==> src/rtl/hall_call_dispatcher.sv <==
// Two-car hall-call dispatcher: latches floor calls, scans them round-robin and
// hands each unassigned call to the nearer eligible car, retiring it on arrival.
module hall_call_dispatcher #(
  parameter int unsigned FLOORS  = 7,
  parameter int unsigned FLOOR_W = 3
) (
  input  logic               clock,
  input  logic               reset_start,
  input  logic [FLOORS-1:0]  call_up,
  input  logic [FLOORS-1:0]  call_down,
  input  logic [FLOOR_W-1:0] curr_elevator_1,
  input  logic [FLOOR_W-1:0] curr_elevator_2,
  input  logic [1:0]         emergency,
  output logic [FLOOR_W-1:0] target_1,
  output logic [FLOOR_W-1:0] target_2,
  output logic               target_valid_1,
  output logic               target_valid_2,
  output logic               arrive_1,
  output logic               arrive_2,
  output logic [FLOORS-1:0]  pending,
  output logic [2:0]         pending_count,
  output logic               dispatch_busy
);

  typedef enum logic [1:0] {IDLE, SCAN, ASSIGN, WAIT} state_t;

  state_t               state_q, state_d;
  logic [FLOOR_W-1:0]   ptr_q, ptr_d, cand_q, cand_d;
  logic [FLOORS-1:0]    pending_q, pending_d, assigned_q, assigned_d;
  logic [FLOOR_W-1:0]   tgt1_q, tgt1_d, tgt2_q, tgt2_d;
  logic                 tv1_q, tv1_d, tv2_q, tv2_d;
  logic                 arr1_q, arr1_d, arr2_q, arr2_d;

  logic                 drop1, drop2, elig1, elig2, pick2;
  logic [FLOORS-1:0]    free, clr_mask, drop_mask, set_mask, ptr_bit, cand_bit;
  logic [FLOOR_W-1:0]   dist1, dist2;
  logic [2:0]           cnt;

  function automatic logic [FLOORS-1:0] floor_bit(input logic [FLOOR_W-1:0] f);
    floor_bit = '0;
    for (int unsigned i = 0; i < FLOORS; i++)
      if (f == FLOOR_W'(i + 1)) floor_bit[i] = 1'b1;
  endfunction

  function automatic logic [FLOOR_W-1:0] next_floor(input logic [FLOOR_W-1:0] f);
    next_floor = (f >= FLOOR_W'(FLOORS)) ? FLOOR_W'(1) : f + FLOOR_W'(1);
  endfunction

  function automatic logic [FLOOR_W-1:0] abs_diff(input logic [FLOOR_W-1:0] a,
                                                  input logic [FLOOR_W-1:0] b);
    abs_diff = (a >= b) ? a - b : b - a;
  endfunction

  always_comb begin
    // Emergency takes precedence over arrival: a car taken out of service never pulses arrive.
    arr1_d    = tv1_q && !emergency[0] && (curr_elevator_1 == tgt1_q);
    arr2_d    = tv2_q && !emergency[1] && (curr_elevator_2 == tgt2_q);
    drop1     = tv1_q && emergency[0];
    drop2     = tv2_q && emergency[1];
    clr_mask  = (arr1_d ? floor_bit(tgt1_q) : '0) | (arr2_d ? floor_bit(tgt2_q) : '0);
    drop_mask = (drop1 ? floor_bit(tgt1_q) : '0) | (drop2 ? floor_bit(tgt2_q) : '0);
    free      = pending_q & ~assigned_q;
    elig1     = !emergency[0] && !tv1_q;
    elig2     = !emergency[1] && !tv2_q;
    dist1     = abs_diff(curr_elevator_1, cand_q);
    dist2     = abs_diff(curr_elevator_2, cand_q);
    pick2     = elig2 && (!elig1 || (dist2 < dist1));
    ptr_bit   = floor_bit(ptr_q);
    cand_bit  = floor_bit(cand_q);

    state_d  = state_q;
    ptr_d    = ptr_q;
    cand_d   = cand_q;
    tgt1_d   = tgt1_q;
    tgt2_d   = tgt2_q;
    tv1_d    = tv1_q;
    tv2_d    = tv2_q;
    set_mask = '0;

    if (arr1_d || drop1) begin
      tgt1_d = '0;
      tv1_d  = 1'b0;
    end
    if (arr2_d || drop2) begin
      tgt2_d = '0;
      tv2_d  = 1'b0;
    end

    unique case (state_q)
      IDLE: if (|free) state_d = SCAN;
      SCAN: begin
        if (!(|free)) state_d = IDLE;
        else if (|(free & ptr_bit)) begin
          cand_d  = ptr_q;
          state_d = ASSIGN;
        end else ptr_d = next_floor(ptr_q);
      end
      ASSIGN: begin
        // An eligible car has no valid target, so this never collides with the arrival/drop updates above.
        if (elig1 || elig2) begin
          if (pick2) begin
            tgt2_d = cand_q;
            tv2_d  = 1'b1;
          end else begin
            tgt1_d = cand_q;
            tv1_d  = 1'b1;
          end
          set_mask = cand_bit;
          ptr_d    = next_floor(cand_q);
          state_d  = SCAN;
        end else state_d = WAIT;
      end
      WAIT: begin
        if (!(|(pending_q & cand_bit))) state_d = SCAN;
        else if (elig1 || elig2)        state_d = ASSIGN;
      end
      default: state_d = IDLE;
    endcase

    pending_d  = (pending_q | call_up | call_down) & ~clr_mask;
    assigned_d = (assigned_q | set_mask) & ~(clr_mask | drop_mask);
  end

  always_ff @(posedge clock or posedge reset_start) begin
    if (reset_start) begin
      state_q    <= IDLE;
      ptr_q      <= FLOOR_W'(1);
      cand_q     <= '0;
      pending_q  <= '0;
      assigned_q <= '0;
      tgt1_q     <= '0;
      tgt2_q     <= '0;
      tv1_q      <= 1'b0;
      tv2_q      <= 1'b0;
      arr1_q     <= 1'b0;
      arr2_q     <= 1'b0;
    end else begin
      state_q    <= state_d;
      ptr_q      <= ptr_d;
      cand_q     <= cand_d;
      pending_q  <= pending_d;
      assigned_q <= assigned_d;
      tgt1_q     <= tgt1_d;
      tgt2_q     <= tgt2_d;
      tv1_q      <= tv1_d;
      tv2_q      <= tv2_d;
      arr1_q     <= arr1_d;
      arr2_q     <= arr2_d;
    end
  end

  always_comb begin
    cnt = '0;
    for (int unsigned i = 0; i < FLOORS; i++) cnt = cnt + 3'(pending_q[i]);
  end

  assign target_1       = tgt1_q;
  assign target_2       = tgt2_q;
  assign target_valid_1 = tv1_q;
  assign target_valid_2 = tv2_q;
  assign arrive_1       = arr1_q;
  assign arrive_2       = arr2_q;
  assign pending        = pending_q;
  assign pending_count  = cnt;
  assign dispatch_busy  = (state_q != IDLE);

endmodule

==> config.mk <==
export PLATFORM = sky130hd
export DESIGN_NAME = hall_call_dispatcher
export DESIGN_NICKNAME = d
export VERILOG_FILES = /design/src/rtl/hall_call_dispatcher.sv
export SDC_FILE = /design/constraint.sdc
export NUM_CORES = 1
export LEC_CHECK = 0
export ABC_AREA = 0
export BUFFER_PORTS_ARGS = -buffer_cell sky130_fd_sc_hd__clkbuf_2
export CORE_ASPECT_RATIO = 1.2
export CORE_UTILIZATION = 50
export DETAILED_ROUTE_END_ITERATION = 12
export GPL_ROUTABILITY_DRIVEN = 0
export PLACE_DENSITY = 0.78
export SETUP_SLACK_MARGIN = 0.1
export SKIP_CTS_REPAIR_TIMING = 1
export SLEW_MARGIN = 10
export SYNTH_ARGS = -nofsm -noshare
export SYNTH_HDL_FRONTEND = slang
export SYNTH_SLANG_ARGS = --single-unit
export TNS_END_PERCENT = 20
==> constraint.sdc <==
create_clock -name clock -period 4.7 [get_ports clock]
set_clock_uncertainty 0.2 [all_clocks]
set_input_delay 0.235 -clock clock [delete_from_list [all_inputs] [get_ports clock]]
set_output_delay 0.235 -clock clock [all_outputs]
set_load 0.02 [all_outputs]
==> results.json <==
{
  "io_pins": 45,
  "tns_ps": 0,
  "synth_cell_types": 40,
  "fillCellCount": 409,
  "routedWlPerCell_um": 16.4,
  "die_h_um": 77.5,
  "port_buffers": 44,
  "rsz0062_at_grt": "no",
  "firstDrtPassIters": 4,
  "antenna_found_initial": 0,
  "grt_use_met2_pct": 42.4,
  "synth_edf_count": 0,
  "clk_pin_slew_ps": 80,
  "cts-htree-levels": 2,
  "vdd_drop_max_v": 0.000327,
  "power_frac_clock_pct": 15.9,
  "route.detailed.drc": 0,
  "required_ps": 4260,
  "hp-start": "call_up[1]",
  "dp_hpwl_um": 4690,
  "syn_inst": 250,
  "synth_fa_ha_area_share_pct": 19.4,
  "violations": "negative hold slack",
  "ys_ff_latch": 32,
  "path_class": "reg -> out",
  "overflow": 0,
  "synthToLayoutAreaGrowth_pct": 21.9,
  "via_count": 2122,
  "max_freq_mhz": 297,
  "yosysSeqAreaShare_pct": 33.8,
  "hold_path.class": "in -> reg",
  "sw_frac_of_total_pct": 45.0,
  "cts_tree": "built",
  "path_max_fanout": 5,
  "met3_usage_pct": 4.26,
  "grt_max_degree": 27,
  "p_leak_nw": 1.43,
  "grt_pass1_vias": 2029,
  "power_frac_comb_pct": 52.5,
  "crit_path_top_delay_cell": "fa_1",
  "n_antenna_cell": 0,
  "grt_util_all_layers_pct": 25.6,
  "rrSetupSlack_ps": 1510,
  "stdcell_count": 370,
  "synth-simple-area-share_pct": 17.5,
  "crit_start": "pending[0]$_DFF_PP0_",
  "worst_hold_slack_ps": -28.7,
  "first_iter_violations": 121,
  "worstMarginPinSlew_ps": 711,
  "clkLatencyLatePin_ps": 290,
  "synth.area.mux_share_pct": 6.21,
  "grt_pass1_wl_um": 9760,
  "critical_path.cell_chain": "fa_1, inv_1, fa_1, inv_1, fa_1, inv_1, fa_1, inv_1, clkbuf_2",
  "period_needed_ps": 3370,
  "cts_root_buffer": "clkbuf_8",
  "slew_headroom_pct": 52.5,
  "postLayoutCoreUtil_pct": 63.5,
  "drive_gt1_share_pct": 19.6,
  "final_common_cell": "clkbuf_2",
  "coreArea_mm2": 0.00456,
  "finalCritPeriodShare_pct": 71.7,
  "synth-compound-area-share_pct": 15.0,
  "ff2ff_path_depth": 10,
  "async_reset_ff_share_pct": 100,
  "hold_viol_final": 2,
  "max_cap_violations": 0,
  "finalSetupViolCount": 0,
  "final_cell_mix": "44 x clkbuf_2, 31 x dfrtp_1, 30 x inv_1, 24 x ha_1",
  "grt_most_used_layer": "met2",
  "cp_data_arrival_time_ps": 2930,
  "die-area_mm2": 0.00503,
  "start_kind": "flip-flop",
  "r2r-start": "cand_q[1]$_DFFE_PP0P_",
  "synth_top_family_by_area": "adder cells",
  "grtUsageMet1_pct": 32.3,
  "cts_buffer_depth": 2,
  "rr_endpoint": "target_2[1]$_DFF_PP0_",
  "seq_power_share_pct": 31.6,
  "row_count": 27,
  "place_inst": 350,
  "status": "finished with violations",
  "maxSlewViolCount": 0,
  "worstSetupEndpoint": "pending_count[1]",
  "switching_power_uw": 755,
  "powerDensity_mw_per_mm2": 579,
  "syn_area_mm2": 0.00238,
  "syn-mean-instance-area_um2": 9.50,
  "nNetsFinal": 367,
  "synth-xor-area-share_pct": 2.95,
  "synth_nets": 306,
  "die_w_um": 64.9,
  "p_int_uw": 923,
  "wl_um": 6060,
  "ys.flop_type": "dfrtp_1",
  "clock_sinks": 32,
  "start_util_pct": 52.1,
  "viasPerCell": 5.74,
  "total_power_mw": 1.68,
  "ys_warn_count": 0,
  "ant_nets": 0,
  "cp-end-kind": "primary output",
  "numCtsBuffers": 5,
  "slowest_delay_ps": 560
}
[synth_stat cells, types with 2 or more instances]
cell type	count	area, µm²
dfrtp_1	31	776
inv_1	30	113
ha_1	24	300
nor3_1	15	75.1
o22ai_1	15	93.8
nand2_1	13	48.8
nor2_1	12	45.0
mux2i_1	11	110
a21oi_1	10	50.1
nand2b_1	10	62.6
fa_1	8	160
o21ai_0	7	35.0
a21o_1	6	45.0
nor2b_1	6	37.5
a31oi_1	5	31.3
nand3_1	5	25.0
nand3b_1	4	30.0
xnor2_1	4	35.0
xor2_1	4	35.0
a22o_1	3	26.3
clkbuf_1	3	11.3
nand4_1	3	18.8
a222oi_1	2	20.0
mux2_2	2	22.5
or2_2	2	12.5
[registers in the layout, indices dropped and copies added, names as in the netlist]
signal,cells
target_valid_1,1
target_valid_2,1
arrive_1,1
state_q,2
arrive_2,1
assigned_q,7
target_2,3
cand_q,3
target_1,3
pending,7
ptr_q,3
[layer usage]
| metal | vias up | routed length, µm | share of wire [%] |
|---|---|---|---|
| li1 | 1000 | - | - |
| met1 | 1024 | 2540 | 42 |
| met2 | 83 | 3060 | 51 |
| met3 | 15 | 263 | 4.3 |
| met4 | 0 | 190 | 3.1 |
| met5 | - | 0 | 0 |
[per-stage QoR]
step / setup WS, ps / cell area (µm²)
floorplan: 1730 / 2380
global placement: 1620 / 2670
detailed placement: 1550 / 2670
CTS: 1310 / 2780
global route: 1220 / 2900
finish: 1330 / 2900
[critical path: cells and delay by family, from the launching register on]
family | cells | cell delay (ps)
adder cells (fa/ha/maj) | 4 | 1790
flip-flops | 1 | 460
buffers and inverters | 5 | 410
[worst min path at each step]
| stage | cells past startpoint | slack, ps | end |
|---|---|---|---|
| floorplan | 1 | 150 | arrive_1$_DFF_PP0_ |
| global placement | 2 | -50 | arrive_2$_DFF_PP0_ |
| detailed placement | 2 | -50 | arrive_2$_DFF_PP0_ |
| CTS | 2 | -360 | arrive_2$_DFF_PP0_ |
| global route | 3 | 0.4 | pending[1]$_DFF_PP0_ |
| finish | 3 | -30 | pending[1]$_DFF_PP0_ |
[cell type report]
| type | count | area [µm²] | share of cell area, % |
|---|---|---|---|
| Sequential cell | 32 | 802 | 27.7 |
| Timing Repair Buffer | 57 | 348 | 12.0 |
| Inverter | 30 | 113 | 3.89 |
| Tap cell | 58 | 72.6 | 2.51 |
| Multi-Input combinational cell | 185 | 1450 | 50.1 |
| Clock buffer | 5 | 68.8 | 2.38 |
| Clock inverter | 3 | 42.5 | 1.47 |
[cells by family (layout without fill, tap and decap cells)]
family / Yosys count / after routing
DFF: 32 / 32
xor gates and xnor gates: 8 / 8
muxes: 14 / 14
AOI/OAI and AO/OA: 54 / 54
buffers and inverters: 33 / 95
and+or+nand+nor: 77 / 77
adders and majority gates: 32 / 32
[power by group through the flow]
stage | registers, mW | clock network (mW) | logic, mW
after floorplan | 0.512 | 0 | 0.639
after global placement | 0.526 | 0 | 0.845
after detailed placement | 0.531 | 0 | 0.869
after CTS | 0.528 | 0.267 | 0.875
after global routing | 0.548 | 0.279 | 0.987
final | 0.530 | 0.266 | 0.881
Power figures use the tool's default switching activity.
